==> src/rtl/amiga_trigger_pkg.sv <==
// Shared types and helpers for the AMIGA trigger-link serializer.
package amiga_trigger_pkg;

  localparam int DEFAULT_DATA_WIDTH = 24;

  typedef enum logic [1:0] {
    IDLE  = 2'd0,
    SHIFT = 2'd1,
    LATCH = 2'd2
  } state_t;

  // Width of a counter that must hold the values 0..n inclusive.
  function automatic int cnt_width(input int n);
    return $clog2(n + 1);
  endfunction

endpackage

==> src/rtl/amiga_trigger_serializer.sv <==
// Serializes one trigger word per handshake onto the AMIGA link, one bit per divided-clock period.
//   state | meaning
//   IDLE  | ready for a word, divider held off
//   SHIFT | divider running, one bit presented per div_clock period
//   LATCH | single-cycle latch strobe after the last bit
module amiga_trigger_serializer
  import amiga_trigger_pkg::*;
#(
  parameter int DATA_WIDTH = DEFAULT_DATA_WIDTH,
  parameter bit MSB_FIRST  = 1'b1
) (
  input  logic                  clock,
  input  logic                  resetn,
  input  logic                  s_valid,
  output logic                  s_ready,
  input  logic [DATA_WIDTH-1:0] s_data,
  output logic                  div_enable,
  input  logic                  div_clock,
  output logic                  sdata,
  output logic                  latch,
  output logic                  busy
);

  localparam int            CW   = cnt_width(DATA_WIDTH);
  localparam logic [CW-1:0] LAST = CW'(DATA_WIDTH);

  state_t                state, state_nxt;
  logic [DATA_WIDTH-1:0] shift_reg, shift_nxt;
  logic [CW-1:0]         rise_cnt;
  logic                  div_clock_d;
  logic                  rise, fall;

  function automatic logic first_bit(input logic [DATA_WIDTH-1:0] v);
    return MSB_FIRST ? v[DATA_WIDTH-1] : v[0];
  endfunction

  assign rise      = div_clock & ~div_clock_d;
  assign fall      = ~div_clock & div_clock_d;
  assign shift_nxt = MSB_FIRST ? (shift_reg << 1) : (shift_reg >> 1);

  always_comb begin
    state_nxt  = state;
    s_ready    = 1'b0;
    div_enable = 1'b0;
    latch      = 1'b0;
    busy       = 1'b1;
    case (state)
      IDLE: begin
        s_ready = 1'b1;
        busy    = 1'b0;
        if (s_valid) state_nxt = SHIFT;
      end
      SHIFT: begin
        div_enable = 1'b1;
        if (fall && rise_cnt == LAST) state_nxt = LATCH;
      end
      LATCH: begin
        latch     = 1'b1;
        state_nxt = IDLE;
      end
      default: state_nxt = IDLE;
    endcase
  end

  always_ff @(posedge clock or negedge resetn) begin
    if (!resetn) begin
      state       <= IDLE;
      shift_reg   <= '0;
      rise_cnt    <= '0;
      div_clock_d <= 1'b0;
      sdata       <= 1'b0;
    end else begin
      state       <= state_nxt;
      div_clock_d <= div_clock;
      case (state)
        IDLE: begin
          if (s_valid) begin
            shift_reg <= s_data;
            sdata     <= first_bit(s_data);
            rise_cnt  <= '0;
          end
        end
        SHIFT: begin
          if (rise && rise_cnt != LAST) rise_cnt <= rise_cnt + 1'b1;
          // The word register is cleared on the final fall so nothing of s_data lingers into IDLE.
          if (fall) begin
            if (rise_cnt == LAST) begin
              shift_reg <= '0;
              sdata     <= 1'b0;
            end else begin
              shift_reg <= shift_nxt;
              sdata     <= first_bit(shift_nxt);
            end
          end
        end
        default: ;
      endcase
    end
  end

endmodule
==> config.mk <==
export PLATFORM = sky130hd
export DESIGN_NAME = amiga_trigger_serializer
export DESIGN_NICKNAME = d
export VERILOG_FILES = /design/src/rtl/amiga_trigger_pkg.sv /design/src/rtl/amiga_trigger_serializer.sv
export SDC_FILE = /design/constraint.sdc
export NUM_CORES = 1
export LEC_CHECK = 0
export ABC_AREA = 1
export BUFFER_PORTS_ARGS = -buffer_cell sky130_fd_sc_hd__buf_4
export CORE_UTILIZATION = 28
export CTS_BUF_LIST = sky130_fd_sc_hd__clkbuf_16
export DETAILED_ROUTE_END_ITERATION = 6
export GPL_TIMING_DRIVEN = 0
export PLACE_DENSITY_LB_ADDON = 0.3
export SETUP_SLACK_MARGIN = 0.5
export SLEW_MARGIN = 10
export SYNTH_ARGS = -nofsm -noshare
export SYNTH_HDL_FRONTEND = slang
export SYNTH_SLANG_ARGS = --single-unit
==> constraint.sdc <==
create_clock -name clock -period 4.1 [get_ports clock]
set_input_delay 0.41 -clock clock [delete_from_list [all_inputs] [get_ports clock]]
set_output_delay 0.41 -clock clock [all_outputs]
set_load 0.1 [all_outputs]
==> results of run 1 <==
## power by group through the flow
stage	Sequential [W]	Clock [W]	Combinational, W
floorplan	0.000363	0	0.0000850
global placement	0.000367	0	0.000126
detailed placement	0.000368	0	0.000128
CTS	0.000363	0.000350	0.000128
global route	0.000366	0.000371	0.000147
finish	0.000363	0.000341	0.000126
## synthesized netlist by cell type, drive strengths merged
cell type	count
nand2	138
dfrtp	32
nand3	32
nor2	14
inv	13
buf	11
ha	2
o211ai	1
xnor2	1
## worst paths after layout
kind | start | to | slack, ns | cells after the start
min in group clock | div_clock | div_clock_d | 0.26 | 1
setup reg to reg | rise_cnt[0] | shift_reg[4] | 2.59 | 10
hold reg to reg | shift_reg[7] | shift_reg[7] | 0.48 | 2
max in group asynchronous | resetn | shift_reg[10] | 3.72 | 1
hold / removal | resetn | shift_reg[12] | 0.07 | 1
setup / recovery | state[1] | div_enable | 2.18 | 4
## cell type report
cell class	count	area, µm²
repair buffers	32	240
plain buffers	11	95.1
multi-input cells	188	810
fillers	644	3760
clock buffers	5	125
flip-flops and latches	32	801
well taps	75	93.8
inverters	13	48.8
clock inverters	3	13.8
## layer usage
metal / wire, µm / track usage / part of all wire
met5: 0 / 0 / 0
met3: 142 / 0.0281 / 0.036
met1: 2000 / 0.188 / 0.51
met2: 1780 / 0.208 / 0.45
met4: 21 / 0.0375 / 0.0053
## worst register-to-register path: stages (launching register included)
cell and delay (ns):
dfrtp_1 0.40, inv_1 0.06, ha_1 0.19, nand2_1 0.07
inv_1 0.04, nand2_2 0.16, buf_2 0.26, nand3_1 0.11
nand2_1 0.07, nand2_1 0.04, nand2_1 0.06
## metrics by stage
stage | utilization | area [µm²] | hold slack (ns) | total power [W] | std cells
finish | 0.372 | 2230 | 0.0750 | 0.000830 | 359
global route | 0.372 | 2230 | 0.106 | 0.000884 | 359
CTS | 0.372 | 2230 | 0.0911 | 0.000841 | 359
detailed placement | 0.349 | 2090 | 0.380 | 0.000496 | 351
global placement | 0.349 | 2090 | 0.386 | 0.000494 | 351
floorplan | - | 1750 | 0.114 | 0.000448 | 244
## logic make-up (layout without fill, tap and decap cells)
group,Yosys count,in the layout
fa+ha+maj,2,2
simple gates,184,184
xor+xnor,1,1
compound gates,1,1
flops,32,32
buf+inv,24,64
==> summary.txt, run 1 <==
Synthesis
  – Yosys warning count: 0
  – Share of the synthesized area in the top cell type: 0.456
  – Xor and xnor area share after synthesis: 0.00499
  – Synth Instances: 244
  – Yosys cell types: 17
  – Adder-cell area share of the yosys netlist: 0.0143
  – Register area share after synthesis: 0.456
  – Post-Syn Area per Cell: 7.19 µm²
  – Synthesized cell area: 1750 µm²
  – Mux share of post-synthesis cell area: 0
  – Simple-gate share of the synthesized area: 0.438
  – Synth area leader: dfrtp_1
  – Synth Area in Compound Gates: 0.00428
  – Synth area leaders: dfrtp_1 46%, nand2_1 29%, nand3_1 8.8%, buf_6 2.6%, nor2_1 2.6%
  – Synth Net Count: 274
  – Main combinational cell family by area after synthesis: simple AND/OR/NAND/NOR gates
  – Seq cells post-synth: 32

Routing
  – Total wire length: 3940 µm
  – Vias: 1567
  – 1st-iter DRT viols: 75
  – Detail Route Antenna Nets: 0
  – DR WL/cell: 11.0 µm
  – First-pass DRT Iterations: 4
  – Drt drc: 0
  – DR vias/cell: 4.36

Worst setup path
  – Critical path buffers and inverters: 3
  – Arr. time, crit path: 1.51 ns
  – CP max-delay cell: dfrtp_1
  – Kind of end point of the critical path: primary output
  – Critical Path RT: 3.69 ns
  – Crit start category: flop
  – Crit-path max cell delay: 0.41 ns
  – Crit-path max FO: 10
  – Crit path kind: flop to primary output
  – Worst-path cell chain: nor2_2 > buf_6 > buf_8 > buf_4
  – Family with the most delay on the worst path: buffers and inverters

Clocking
  – CTS Hold Bufs: 0
  – Post-cts sizing count: 0
  – Sink Count: 32
  – CTS root buffer: clkbuf_16
  – TritonCTS Buffers: 5
  – Clock transition at path regs: 0.05 ns
  – Skew-Pair Late Insertion Delay: 0.27 ns
  – H-tree depth: 2
  – Setup Fix Bufs, Post-CTS: 0
  – Clock tree buffer depth: 2
  – CTS tree: yes

Power and ir drop
  – Power Dens Cells: 373 nW/µm²
  – Net Sw Frac: 0.257
  – Int Pwr: 0.000617 W
  – Clock group share of total power: 0.411
  – VDD IR max: 179 µV
  – P_sw: 0.000213 W
  – Logic pwr share: 0.152
  – Sequential share of power: 0.437
  – Leak Pwr: 1.31 nW

Final layout
  – Commonest non-fill, non-tap cells in the layout: 134 x nand2_1, 34 x buf_4, 32 x dfrtp_1, 31 x nand3_1, 12 x nor2_1
  – Max reg flops: 23
  – Area Growth Syn to Fin: 27.0%
  – Diode count: 0
  – Commonest non-fill, non-tap cell in the layout: nand2_1
  – Layout cells sized above 1: 0.211
  – Post-layout nets: 313

Global routing
  – Largest net degree at the start of global routing: 33
  – Initial antenna violation count: 0
  – GRT Overall Usage: 0.134
  – First-pass GRT wire length: 6780 µm
  – Vias in the first global route: 1432
  – Remaining Overflow, GRT: 0

Die
  – Die Ht: 81.2 µm
  – Core Footprint: 5990 µm²
  – IO Count: 33
  – DIE WIDTH: 81.2 µm
  – Row count: 28
  – Initial Utilization: 0.293
  – Die area: 6590 µm²

STA
  – Clk_skew: 0.00242 ns
  – Setup TNS: 0 ns
  – Slew headroom: 0.721
  – Endpoints failing setup: 0
  – Fin. Hold Viols: 0
  – Max Clk Rate: 0.521 GHz
  – Worst setup margin: 2.18 ns
  – Minimum clock period: 1.92 ns
  – Max Slew Vio Count: 0
  – RSZ-0062 raised after global routing: no
  – Final Cycle Share: 0.468
  – Worst slew pin tran: 0.419 ns

Run status
  – Status: finished, final reports clean

Place
  – HPWL Detailed: 2770 µm
  – Routability cong.: 0.743
  – I/O Buffers: 32
  – DP Worst Slack: 2.47 ns

Run
  – Maxcap violations: 0

Hold path
  – Min-Delay Path Class: input pin to async pin
(Power assumes the default switching activity.)
==> run 2, diff against run 1 <==
--- a/config.mk
+++ b/config.mk
@@ -5,7 +5,7 @@
 export SDC_FILE = /design/constraint.sdc
 export NUM_CORES = 1
 export LEC_CHECK = 0
-export ABC_AREA = 1
+export ABC_AREA = 0
 export BUFFER_PORTS_ARGS = -buffer_cell sky130_fd_sc_hd__buf_4
 export CORE_UTILIZATION = 28
 export CTS_BUF_LIST = sky130_fd_sc_hd__clkbuf_16
==> constraint.sdc (replaced) <==
create_clock -name clock -period 1.9 [get_ports clock]
set_input_delay 0.19 -clock clock [delete_from_list [all_inputs] [get_ports clock]]
set_output_delay 0.19 -clock clock [all_outputs]
set_load 0.1 [all_outputs]
==> summary.txt, run 2 <==
Place
  – Routability cong.: 0.778 (was 0.743)
  – DP Worst Slack: 0.309 ns (was 2.47 ns)
  – HPWL Detailed: 2770 µm (about the same)
  – Placed inst area: 2360 µm² (was 2090 µm²)
  – I/O Buffers: 32 (unchanged)

Worst setup path
  – R2R setup slack: 0.39 ns (was 2.59 ns)
  – Kind of end point of the critical path: primary output (unchanged)
  – Critical Path RT: 1.71 ns (was 3.69 ns)
  – Crit start category: flop (unchanged)
  – Crit-path max FO: 10 (unchanged)
  – Worst r2r dst: shift_reg[20] (was shift_reg[4])
  – Reg2reg start: rise_cnt[0] (unchanged)
  – Setup crit end: div_enable (unchanged)
  – Reg2reg path depth: 7 (was 10)
  – Critical path origin: state[1] (unchanged)
  – Arr. time, crit path: 1.33 ns (was 1.51 ns)
  – Crit path kind: flop to primary output (unchanged)

Die
  – DIE WIDTH: 81.8 µm (was 81.2 µm)
  – IO Count: 33 (unchanged)
  – Die Ht: 81.8 µm (was 81.2 µm)
  – Initial Utilization: 0.296 (was 0.293)
  – Die area: 6700 µm² (was 6590 µm²)
  – Core Footprint: 6030 µm² (was 5990 µm²)
  – Row count: 28 (unchanged)

Global routing
  – Remaining Overflow, GRT: 0 (unchanged)
  – GRT Overall Usage: 0.151 (was 0.134)
  – First-pass GRT wire length: 7490 µm (was 6780 µm)
  – Vias in the first global route: 1504 (was 1432)
  – Largest net degree at the start of global routing: 33 (unchanged)
  – Initial antenna violation count: 0 (unchanged)

Routing
  – DR vias/cell: 5.00 (was 4.36)
  – Total wire length: 4550 µm (was 3940 µm)
  – Vias: 1400 (was 1567)
  – Drt drc: 0 (unchanged)
  – Detail Route Antenna Nets: 0 (unchanged)
  – 1st-iter DRT viols: 33 (was 75)
  – DR WL/cell: 16.3 µm (was 11.0 µm)
  – First-pass DRT Iterations: 4 (unchanged)

Synthesis
  – Synth top cells by count: 32 x dfrtp_1, 24 x nand3b_1, 23 x mux2_2, 23 x o2bb2ai_1, 6 x inv_1 (was 134 x nand2_1, 32 x dfrtp_1, 31 x nand3_1)
  – Synth Net Count: 184 (was 274)
  – Register area share after synthesis: 0.449 (was 0.456)
  – Synth area leaders: dfrtp_1 45%, mux2_2 15%, o2bb2ai_1 11%, nand3b_1 10%, buf_6 2.5% (was dfrtp_1 46%, nand2_1 29%, nand3_1 8.8%, buf_6 2.6%, nor2_1 2.6%)
  – Yosys cell types: 30 (was 17)
  – Seq cells post-synth: 32 (unchanged)
  – Number of enable flip-flop cells after synthesis: 0 (unchanged)
  – Count leader, synth: dfrtp_1 (was nand2_1)
  – Yosys warning count: 0 (unchanged)
  – Post-synth top flop: dfrtp_1 (unchanged)
  – Post-Syn Area per Cell: 11.6 µm² (was 7.19 µm²)
  – Synth Instances: 154 (was 244)
  – Asr flop ratio synth: 1.00 (unchanged)
  – Synth area leader: dfrtp_1 (unchanged)
  – Synthesized cell area: 1780 µm² (was 1750 µm²)
  – Share of the synthesized area in the top cell type: 0.449 (was 0.456)

Clocking
  – H-tree depth: 2 (unchanged)
  – Clock transition at path regs: 0.05 ns (about the same)
  – Skew-Pair Late Insertion Delay: 0.28 ns (was 0.27 ns)
  – CTS root buffer: clkbuf_16 (unchanged)
  – TritonCTS Buffers: 5 (unchanged)
  – CTS tree: yes (unchanged)
  – Sink Count: 32 (unchanged)
  – Clock tree buffer depth: 2 (unchanged)

Final layout
  – Post-layout nets: 234 (was 313)
  – Final Cell Area: 2770 µm² (was 2230 µm²)
  – Commonest non-fill, non-tap cells in the layout: 38 x buf_4, 32 x dfrtp_1, 24 x nand3b_1, 23 x mux2_4, 22 x o2bb2ai_2 (was 134 x nand2_1, 34 x buf_4, 32 x dfrtp_1, 31 x nand3_1, 12 x nor2_1)
  – Layout cells sized above 1: 0.576 (was 0.211)
  – Max reg flops: 23 (unchanged)
  – Diode count: 0 (unchanged)
  – FILL cells: 554 (was 644)
  – Area Growth Syn to Fin: 55.0% (was 27.0%)
  – Commonest non-fill, non-tap cell in the layout: buf_4 (was nand2_1)

Run
  – Maxcap violations: 0 (unchanged)

Run status
  – Status: finished, final reports clean (unchanged)

STA
  – Max Clk Rate: 0.657 GHz
  – Worst setup margin: 0.377 ns (was 2.18 ns)
  – Worst slew pin tran: 0.437 ns (was 0.419 ns)
  – Endpoints failing setup: 0 (unchanged)
  – RSZ-0062 raised after global routing: yes (was no)
  – Slew headroom: 0.709 (was 0.721)
  – Fin. Hold Viols: 0 (unchanged)
  – Setup TNS: 0 ns (unchanged)
  – Minimum clock period: 1.52 ns
  – Final Cycle Share: 0.802
  – Clk_skew: 0.00503 ns (was 0.00242 ns)
  – Max Slew Vio Count: 0 (unchanged)

Hold path
  – Min-Delay Path Class: input pin to flop (was input pin to async pin)

Power and ir drop
  – Power Dens Cells: 1490 nW/µm² (was 373 nW/µm²)
  – VDD IR max: 860 µV (was 179 µV)
  – Leak Pwr: 1.22 nW (was 1.31 nW)
run 2: cell count changes after synthesis, moves of 3 or more:
cell       change
clkbuf_1       +5
inv_1          -4
inv_2          -3
mux2_2        +23
nand2_1      -132
nand3_1       -27
nand3b_1      +24
nor2_1        -10
o2bb2ai_1     +23
run 2: cells by family (layout without fill, tap and decap cells):
logic type                 count (synthesis)  in the layout  share of synthesized area
buffers and inverters                     20             71                     0.0652
DFF                                       32             32                      0.449
and+or+nand+nor                           41             41                      0.160
adders and majority gates                  2              2                     0.0140
AOI/OAI and AO/OA                         34             34                      0.156
muxes                                     25             25                      0.156
run 2: what timing repair did:
action / 4_1_cts / 5_1_grt
endpoints found under the setup margin: 31 / 28
pin swaps: 4 / 3
hold buffers: 1 / 0
hold endpoints to repair: 32 / 0
gates resized for setup: 36 / 3
setup buffers: 8 / 2
run 2: worst min-delay path by stage:
stage,startpoint,endpoint,slack (ns),cells after the start
finish,div_clock,div_clock_d,0.06,1
global route,div_clock,div_clock_d,0.06,1
CTS,div_clock,div_clock_d,0.05,1
detailed placement,resetn,shift_reg[12],0.17,1
global placement,resetn,shift_reg[16],0.17,1
floorplan,resetn,div_clock_d,-0.11,0
run 2: through the flow:
stage	instances	util	hold WS (ns)	total power, W
floorplan	154	-	-0.106	0.00263
global placement	261	0.391	0.173	0.00296
detailed placement	261	0.391	0.171	0.00298
CTS	278	0.454	0.0513	0.00409
global route	280	0.459	0.0580	0.00436
finish	280	0.459	0.0581	0.00412
run 2: area by class of cell:
cell class / count / area, µm² / area share
well taps: 75 / 93.8 / 0.0339
repair buffers: 43 / 388 / 0.140
clock inverters: 3 / 13.8 / 0.00498
flip-flops and latches: 32 / 801 / 0.289
clock buffers: 5 / 125 / 0.0452
multi-input cells: 102 / 1150 / 0.417
plain buffers: 14 / 165 / 0.0597
inverters: 6 / 26.3 / 0.00950
run 2: power breakdown:
part | switching [W] | internal, W
clock | 0.000297 | 0.000475
combinational | 0.00101 | 0.00120
sequential | 0.000184 | 0.000962
total | 0.00149 | 0.00264
run 2: per-layer routing:
metal	GRT usage	share of wire	up-vias
met3	0.0311	0.044	7
met2	0.240	0.46	34
met1	0.201	0.49	680
li1	-	-	679
met5	0	0	-
met4	0.0579	0.013	0
run 2: worst max-delay path, cell delays in order (launching register included):
cell and delay (ns):
dfrtp_1 0.37, nand2b_1 0.15, buf_6 0.13, buf_12 0.14, clkinvlp_4 0.09, buf_12 0.17
